## src/rtl/deserializador_pkg.sv

```systemverilog
// Shared types and sizing helpers for the serial-to-parallel converter.
package deserializador_pkg;

   typedef enum logic [0:0] {
      IDLE    = 1'b0,
      RECEIVE = 1'b1
   } state_t;

   // Bit-counter width; WIDTH is at least 2, so the counter needs at least one bit.
   function automatic int cnt_width(input int width);
      return (width <= 2) ? 1 : $clog2(width);
   endfunction

endpackage

```

## src/rtl/deserializador_fifo_sync_fifo.sv

```systemverilog
// Word FIFO with count-derived full/empty; a pop on the same edge makes room for a push even when full.
module sync_fifo #(
   parameter int WIDTH = 8,
   parameter int DEPTH = 4
) (
   input  logic                       clk_i,
   input  logic                       rst_ni,
   input  logic                       push_i,
   input  logic                       pop_i,
   input  logic [WIDTH-1:0]           wdata_i,
   output logic [WIDTH-1:0]           rdata_o,
   output logic [$clog2(DEPTH):0]     count_o,
   output logic                       full_o,
   output logic                       empty_o
);

   localparam int PW   = $clog2(DEPTH);
   localparam int CNTW = PW + 1;
   localparam logic [CNTW-1:0] FULL_CNT = CNTW'(DEPTH);

   logic [WIDTH-1:0] mem_q [DEPTH];
   logic [PW-1:0]    wr_ptr_q, wr_ptr_d;
   logic [PW-1:0]    rd_ptr_q, rd_ptr_d;
   logic [CNTW-1:0]  count_q, count_d;
   logic             do_push, do_pop;

   assign full_o  = (count_q == FULL_CNT);
   assign empty_o = (count_q == '0);
   assign do_pop  = pop_i && !empty_o;
   assign do_push = push_i && (!full_o || do_pop);
   assign count_o = count_q;
   assign rdata_o = empty_o ? '0 : mem_q[rd_ptr_q];

   always_comb begin
      wr_ptr_d = wr_ptr_q;
      rd_ptr_d = rd_ptr_q;
      count_d  = count_q;
      if (do_push) wr_ptr_d = wr_ptr_q + PW'(1);
      if (do_pop)  rd_ptr_d = rd_ptr_q + PW'(1);
      case ({do_push, do_pop})
         2'b10:   count_d = count_q + CNTW'(1);
         2'b01:   count_d = count_q - CNTW'(1);
         default: count_d = count_q;
      endcase
   end

   always_ff @(posedge clk_i or negedge rst_ni) begin
      if (!rst_ni) begin
         wr_ptr_q <= '0;
         rd_ptr_q <= '0;
         count_q  <= '0;
         for (int i = 0; i < DEPTH; i++) mem_q[i] <= '0;
      end else begin
         wr_ptr_q <= wr_ptr_d;
         rd_ptr_q <= rd_ptr_d;
         count_q  <= count_d;
         if (do_push) mem_q[wr_ptr_q] <= wdata_i;
      end
   end

endmodule

```

## src/rtl/deserializador_fifo.sv

```systemverilog
// Serial-to-parallel converter feeding a word FIFO, with framing-error and overflow pulses.
//  state   | meaning
//  IDLE    | no bits of the current word held
//  RECEIVE | 1..WIDTH-1 bits held in the shift register
module deserializador_fifo
   import deserializador_pkg::*;
#(
   parameter int WIDTH     = 8,
   parameter int DEPTH     = 4,
   parameter int MSB_FIRST = 0
) (
   input  logic                   clock_100KHz,
   input  logic                   reset,
   input  logic                   write_in,
   input  logic                   data_in,
   input  logic                   ack_in,
   output logic                   data_ready,
   output logic [WIDTH-1:0]       data_out,
   output logic                   status_out,
   output logic                   frame_error,
   output logic                   overflow,
   output logic [$clog2(DEPTH):0] word_count
);

   localparam int CW = cnt_width(WIDTH);

   state_t           state_q, state_d;
   logic [CW-1:0]    cnt_q, cnt_d;
   logic [CW-1:0]    pos;
   logic [WIDTH-1:0] shreg_q, shreg_d;
   logic [WIDTH-1:0] word;
   logic             push;
   logic             frame_error_q, frame_error_d;
   logic             overflow_q, overflow_d;
   logic             fifo_full, fifo_empty;

   // Bits are stored at their final position, so the completed word needs no reordering.
   assign pos = (MSB_FIRST != 0) ? (CW'(WIDTH - 1) - cnt_q) : cnt_q;

   always_comb begin
      word      = shreg_q;
      word[pos] = data_in;
   end

   always_comb begin
      state_d       = state_q;
      cnt_d         = cnt_q;
      shreg_d       = shreg_q;
      push          = 1'b0;
      frame_error_d = 1'b0;
      case (state_q)
         IDLE: begin
            if (write_in) begin
               shreg_d = word;
               cnt_d   = CW'(1);
               state_d = RECEIVE;
            end
         end
         RECEIVE: begin
            if (!write_in) begin
               shreg_d       = '0;
               cnt_d         = '0;
               frame_error_d = 1'b1;
               state_d       = IDLE;
            end else if (cnt_q == CW'(WIDTH - 1)) begin
               push    = 1'b1;
               shreg_d = '0;
               cnt_d   = '0;
               state_d = IDLE;
            end else begin
               shreg_d = word;
               cnt_d   = cnt_q + CW'(1);
            end
         end
         default: state_d = IDLE;
      endcase
   end

   // A pop on the same edge frees the head slot, so the push is then never dropped.
   assign overflow_d = push && fifo_full && !(ack_in && !fifo_empty);

   always_ff @(posedge clock_100KHz or negedge reset) begin
      if (!reset) begin
         state_q       <= IDLE;
         cnt_q         <= '0;
         shreg_q       <= '0;
         frame_error_q <= 1'b0;
         overflow_q    <= 1'b0;
      end else begin
         state_q       <= state_d;
         cnt_q         <= cnt_d;
         shreg_q       <= shreg_d;
         frame_error_q <= frame_error_d;
         overflow_q    <= overflow_d;
      end
   end

   sync_fifo #(
      .WIDTH (WIDTH),
      .DEPTH (DEPTH)
   ) u_fifo (
      .clk_i   (clock_100KHz),
      .rst_ni  (reset),
      .push_i  (push),
      .pop_i   (ack_in),
      .wdata_i (word),
      .rdata_o (data_out),
      .count_o (word_count),
      .full_o  (fifo_full),
      .empty_o (fifo_empty)
   );

   assign data_ready  = !fifo_empty;
   assign status_out  = fifo_full;
   assign frame_error = frame_error_q;
   assign overflow    = overflow_q;

endmodule

```

## config.mk

```make
export PLATFORM = sky130hd
export DESIGN_NAME = deserializador_fifo
export DESIGN_NICKNAME = d
export VERILOG_FILES = /design/src/rtl/deserializador_pkg.sv /design/src/rtl/deserializador_fifo_sync_fifo.sv /design/src/rtl/deserializador_fifo.sv
export SDC_FILE = /design/constraint.sdc
export NUM_CORES = 1
export LEC_CHECK = 0
export BUFFER_PORTS_ARGS = -buffer_cell sky130_fd_sc_hd__buf_2
export CORE_MARGIN = 10
export CORE_UTILIZATION = 36
export CTS_BUF_LIST = sky130_fd_sc_hd__clkbuf_4 sky130_fd_sc_hd__clkbuf_8 sky130_fd_sc_hd__clkbuf_16
export CTS_CLUSTER_SIZE = 40
export DETAILED_ROUTE_END_ITERATION = 10
export PLACE_DENSITY = 0.63
export SETUP_SLACK_MARGIN = 0.05
export SKIP_LAST_GASP = 1
export SLEW_MARGIN = 30
export SYNTH_ARGS = -nofsm -noshare
export SYNTH_HDL_FRONTEND = slang
export SYNTH_SLANG_ARGS = --single-unit
```

## constraint.sdc

```tcl
create_clock -name clock_100KHz -period 3.1 [get_ports clock_100KHz]
set_clock_uncertainty 0.1 [all_clocks]
set_input_delay 0.31 -clock clock_100KHz [delete_from_list [all_inputs] [get_ports clock_100KHz]]
set_output_delay 0.31 -clock clock_100KHz [all_outputs]
set_load 0.1 [all_outputs]
```

## Word-level counts from Yosys, hierarchy flattened

Cells that the tools add are included.

| storage, ports and cells | value |
|---|---|
| register bits | 53 |
| latch bits | 0 |
| memory bits (writable) | 0 |
| ROM bits | 0 |
| logic and storage cells | 70 |
| memories | 0 |

| operators by class | value |
|---|---|
| $add $sub $neg | 5 |
| $mul | 0 |
| divide/modulo/power cells | 0 |
| magnitude comparators | 5 |
| eq/ne operators | 5 |
| shift operators | 0 |
| muxes and demuxes | 28 |
| bitwise operators | 3 |
| reductions and logical operators | 12 |

Operators with widths:

| kind | number |
|---|---|
| $mux W8 | 7 |
| $bwmux W32 | 1 |
| $bmux W8 S2 | 1 |
| $demux W8 S2 | 1 |
| $pmux W8 S2 | 1 |
| $pmux W3 S2 | 2 |
| $mux W1 | 9 |
| $mux W3 | 3 |
| $bwmux W8 | 1 |
| $add A3 B1 Y3 const B | 2 |
| $eq A3 B3 Y1 const B | 2 |
| $ge A3 B3 Y1 const B | 2 |
| $logic_and A1 B1 Y1 | 6 |
| $not A2 Y3 | 2 |
| $add A2 B1 Y2 const B | 2 |
| $lt A3 B4 Y1 const B | 1 |
| $demux W1 S3 | 1 |
| $ge A3 B1 Y1 const B | 1 |
| $logic_not A1 Y1 | 3 |
| $logic_not A3 Y1 | 1 |
| $lt A3 B1 Y1 const B | 1 |
| $sub A3 B1 Y3 const B | 1 |
| $eq A2 B1 Y1 const B | 1 |
| $eq A2 B2 Y1 const B | 1 |
| 5 further kinds | 5 |

## Longest topological paths before layout

| depth | value |
|---|---|
| depth in word-level cells | 8 |
| gate-level depth with buffers | 9 |
| gate-level depth less buffers | 8 |

## Modules after synthesis

From an unflattened synthesis, not the netlist that was laid out.

| unflattened totals | value |
|---|---|
| cells, all modules | 209 |
| area, all modules | 2785.2 um^2 |

Modules (own cells, without submodules):

| module | times used | cells an instance | area each (um^2) |
|---|---|---|---|
| sync_fifo | 1 | 125 | 1859.3 |
| deserializador_fifo | 1 | 84 | 925.9 |

## Worst setup path after synthesis

Ideal clock, no wire load.

| timing | value |
|---|---|
| kind | flip-flop to output port |
| start | register u_fifo.count_q[0] (netlist: u_fifo.count_o[0]) |
| end | output data_out[0] |
| data arrival time | 3153 ps |
| setup slack | -463 ps |
| cell stages (with the launch flop) | 4 |
| cells stage by stage | dfrtp_1 > or3_1 > clkbuf_1 > and2_1 |

| on the way | value |
|---|---|
| longest elaborated chain between the ends | 2 |

RTL lines:

| item | RTL line | source |
|---|---|---|
| start, declared | deserializador_fifo_sync_fifo.sv:24 | `logic [CNTW-1:0] count_q, count_d;` |
| start signal, assigned | deserializador_fifo_sync_fifo.sv:56 | `count_q <= count_d;` |
| $logic_not A3 Y1 | deserializador_fifo_sync_fifo.sv:28 | `assign empty_o = (count_q == '0);` |
| $mux W8 | deserializador_fifo_sync_fifo.sv:32 | `assign rdata_o = empty_o ? '0 : mem_q[rd_ptr_q];` |
| end, declared | deserializador_fifo.sv:18 | `output logic [WIDTH-1:0] data_out,` |

No other way between the ends.

## Worst setup path in the final report

| timing | value |
|---|---|
| start | register u_fifo.rd_ptr_q[0] |
| end | output data_out[6] |

| on the way | value |
|---|---|
| longest elaborated chain between the ends | 5 |

RTL lines:

| item | RTL line | source |
|---|---|---|
| start, declared | deserializador_fifo_sync_fifo.sv:23 | `logic [PW-1:0] rd_ptr_q, rd_ptr_d;` |
| start signal, assigned | deserializador_fifo_sync_fifo.sv:55 | `rd_ptr_q <= rd_ptr_d;` |
| $not A2 Y3 (not written as such) | deserializador_fifo_sync_fifo.sv:32 |  |
| $bmux W8 S2 | deserializador_fifo_sync_fifo.sv:32 |  |
| $mux W8 (not written as such) (2 in a row) | deserializador_fifo_sync_fifo.sv:32 |  |
| $mux W8 | deserializador_fifo_sync_fifo.sv:32 |  |

No other way between the ends. The select of a mux whose other input is x is not followed.

==> run_results.csv <==
group,metric,value,unit
sta,drv_slew,0,
cells_and_area,regArea,1330,um2
logic_synthesis,yosysWarnings,0,
floorplanning,initial_core_util,0.374,
cts,cts_resized,0,
setup_path,r2r_cells,8,
cts,clockRootBuffer,"clkbuf_8",
cts,numCtsBuffers,5,
detailed_routing,wl,5.23,mm
global_route,grt_overflow,0,
detailed_routing,drt_first_iter_violations,72,
global_route,grtUsageMet1,0.132,
setup_path,cp.buffers_inverters,1,
cts,ctsHoldBuffers,0,
logic_synthesis,yosys-top-cells-area,"dfrtp_1 (52%), mux4_2 (7.0%), a21oi_1 (6.2%)",
sta,fin_crit,2510,ps
logic_synthesis,synth_top_area_share,0.516,
pwr,finalPower,1.90,mW
cts,cts_sinks,53,
setup_path,timing.rr.end,"u_fifo.count_o[2]",
global_route,track_usage,0.0962,
sta,rsz0062_at_grt,"false",
logic_synthesis,synth_cell_types,31,
setup_path,cp.arrival,2100,ps
sta,setup_viol_count_final,0,
sta,fin_tns_setup,0,ps
floorplanning,die_w,105,um
floorplanning,die_h,105,um
pwr,p_leak,1.32,nW
setup_path,crit_slowest_cell,"dfrtp_1",
cts,tritoncts,"yes",
logic_synthesis,synth_area,2570,um2
sta,fmax,398,MHz
placed_design,dpl_worst_slack,657,ps
global_route,grt_max_degree,54,
floorplanning,core,6870,um2
cells_and_area,final_nets,272,
cells_and_area,drive_gt1_frac,0.184,
cts,htree_levels,2,
setup_path,setup.worst_path.class,"reg2out",
setup_path,cp-start-kind,"flop",
detailed_routing,firstDrtPassIters,4,
cells_and_area,insertedDiodeCount,0,
sta,tightest_slew,715,ps
sta,slew-limit-headroom,0.522,
global_route,grt_pass1_vias,1726,
status,status,"complete, no violations",
sta,hold_ws,15.1,ps
hold_path,hold_path.class,"in2async",
placed_design,placed_cells_incl_taps,349,
logic_synthesis,avgSynthCellArea,10.5,um2
cells_and_area,area_growth,10.4,%
cts,cts_setup_buffers,0,
global_route,antenna_found_initial,0,
setup_path,r2r-start,"cnt_q[0]",
detailed_routing,drcViolationCount,0,
logic_synthesis,synth_seq_cells,53,
cells_and_area,final_cells,357,
global_route,grtUsageMet3,0.0289,
placed_design,port_buffers,19,
placed_design,gp_congestion,0.724,
detailed_routing,wl_per_cell,14.6,um
sta,min_period_over_period,0.811,
global_route,grt_pass1_wl,8.81,mm
logic_synthesis,synth_cells,244,
setup_path,cp_max_fo,10,
cts,clock_path_buffers,2,
setup_path,path_cells,"mux4_2 -> and2_1 -> buf_2",
cells_and_area,fill_cells,679,
cells_and_area,multiInputGateArea,1160,um2
logic_synthesis,syn-num-nets,256,
floorplanning,boundaryPins,20,
pwr,peakVddDrop,0.267,mV
cts,clk-insertion-delay-late,310,ps
cts,clkTransAtPathRegs,100,ps
pwr,power.density,670,nW/um2
sta,setup_slack,585,ps
global_route,use_met2,0.144,
detailed_routing,vias,1770,
logic_synthesis,ys_seq_area_frac,0.516,
setup_path,path_delay_family,"flip-flops",
global_route,busiest_layer,"met2",
setup_path,slowest_delay,760,ps
setup_path,required,2690,ps
detailed_routing,antenna_left,0,
floorplanning,die_area,10900,um2
logic_synthesis,yosysTopAreaCell,"dfrtp_1",
placed_design,hpwl,3.52,mm
setup_path,r2r_slack,640,ps
setup_path,cp-end-kind,"primary output",
detailed_routing,avgViaCountPerCell,4.96,
flow_run,maxCapViolations,0,
sta,hold_violations,0,
floorplanning,row_count,30,
where the power goes:
| part | internal [mW] | total [mW] | switching, mW | leakage (nW) |
|---|---|---|---|---|
| Combinational | 0.175 | 0.609 | 0.435 | 0.566 |
| Sequential | 0.755 | 0.895 | 0.140 | 0.709 |
| Clock | 0.161 | 0.397 | 0.236 | 0.0445 |
| Total | 1.09 | 1.90 | 0.811 | 1.32 |
metrics by stage:
step	util	instance area [um2]
3_5_place_dp	0.400	2750
5_1_grt	0.413	2840
6_report	0.413	2840
4_1_cts	0.413	2840
2_1_floorplan	-	2580
3_3_place_gp	0.400	2750
kinds of logic after synthesis:
kind of cell,count (synthesis),share of synthesized area
buffers and inverters,18,0.0350
and+or+nand+nor,96,0.194
DFF,53,0.516
muxes,16,0.101
xor gates and xnor gates,5,0.0170
adders and majority gates,7,0.0370
AOI/OAI and AO/OA,49,0.101
cell type report:
class / count / share of cell area
inverter: 3 / 0.00397
sequential: 53 / 0.468
clock inverter: 3 / 0.00749
clock buffer: 5 / 0.0242
tap: 96 / 0.0423
multi-input combinational: 173 / 0.407
timing repair buffer: 24 / 0.0467
worst max-delay path by stage:
stage,startpoint,to,slack (ps),cells past startpoint
after floorplan,u_fifo.count_o[2],u_fifo.count_o[2],110,8
after global placement,cnt_q[0],u_fifo.count_o[2],720,8
after detailed placement,cnt_q[0],u_fifo.count_o[2],660,8
after CTS,u_fifo.rd_ptr_q[0],data_out[0],550,3
after global routing,cnt_q[0],u_fifo.count_o[2],360,8
final,u_fifo.rd_ptr_q[0],data_out[6],590,3
synth_stat cells:
cell type and number:
nand3_1 7, nor3_1 1, mux4_2 8, buf_2 3
dfrtp_1 53, mux2i_1 8, nand2b_1 1, o211ai_1 2
o21a_1 1, nand4b_1 1, nor2_1 40, a21oi_1 32
inv_1 3, nor4b_4 1, nor2b_1 1, and3_1 1
clkbuf_1 7, xnor2_1 5, a21boi_0 1, fa_1 1
o2111ai_1 1, and2_1 10, or3_1 1, o21ai_0 12
ha_1 6, buf_4 5, nor3b_2 4, nand3_4 1
nor3b_1 2, nand3b_1 3, nand2_1 22
cells in the final DEF (no fill, tap or decap), drive strengths merged, types with 2 or more instances in the layout:
cell	count
o21ai	12
mux2i	8
nor2	40
o211ai	2
ha	6
nand2	22
nand3	8
a21oi	32
inv	4
xnor2	5
nand3b	3
dfrtp	53
clkbuf	5
buf	24
and2	10
mux4	8
nor3b	6
routing by layer:
metal / share of wire / vias to the layer above
met4: 0.0067 / 0
li1: - / 864
met2: 0.44 / 34
met5: 0 / -
met3: 0.046 / 7
met1: 0.51 / 865
registers in the layout, indices dropped and copies added (netlist names):
name	flops
state_q	1
u_fifo.rd_ptr_q	2
shreg_q	8
overflow	1
u_fifo.mem_q	32
cnt_q	3
u_fifo.count_o	3
frame_error	1
u_fifo.wr_ptr_q	2
worst register-to-register path, stage by stage, from the launching register on:
cell      delay [ps]
dfrtp_1          530
ha_1             200
ha_1             250
and3_1           330
nor2_1           100
fa_1             420
nor3b_1          190
a21boi_0         100
o211ai_1         160
(Power assumes the default switching activity.)
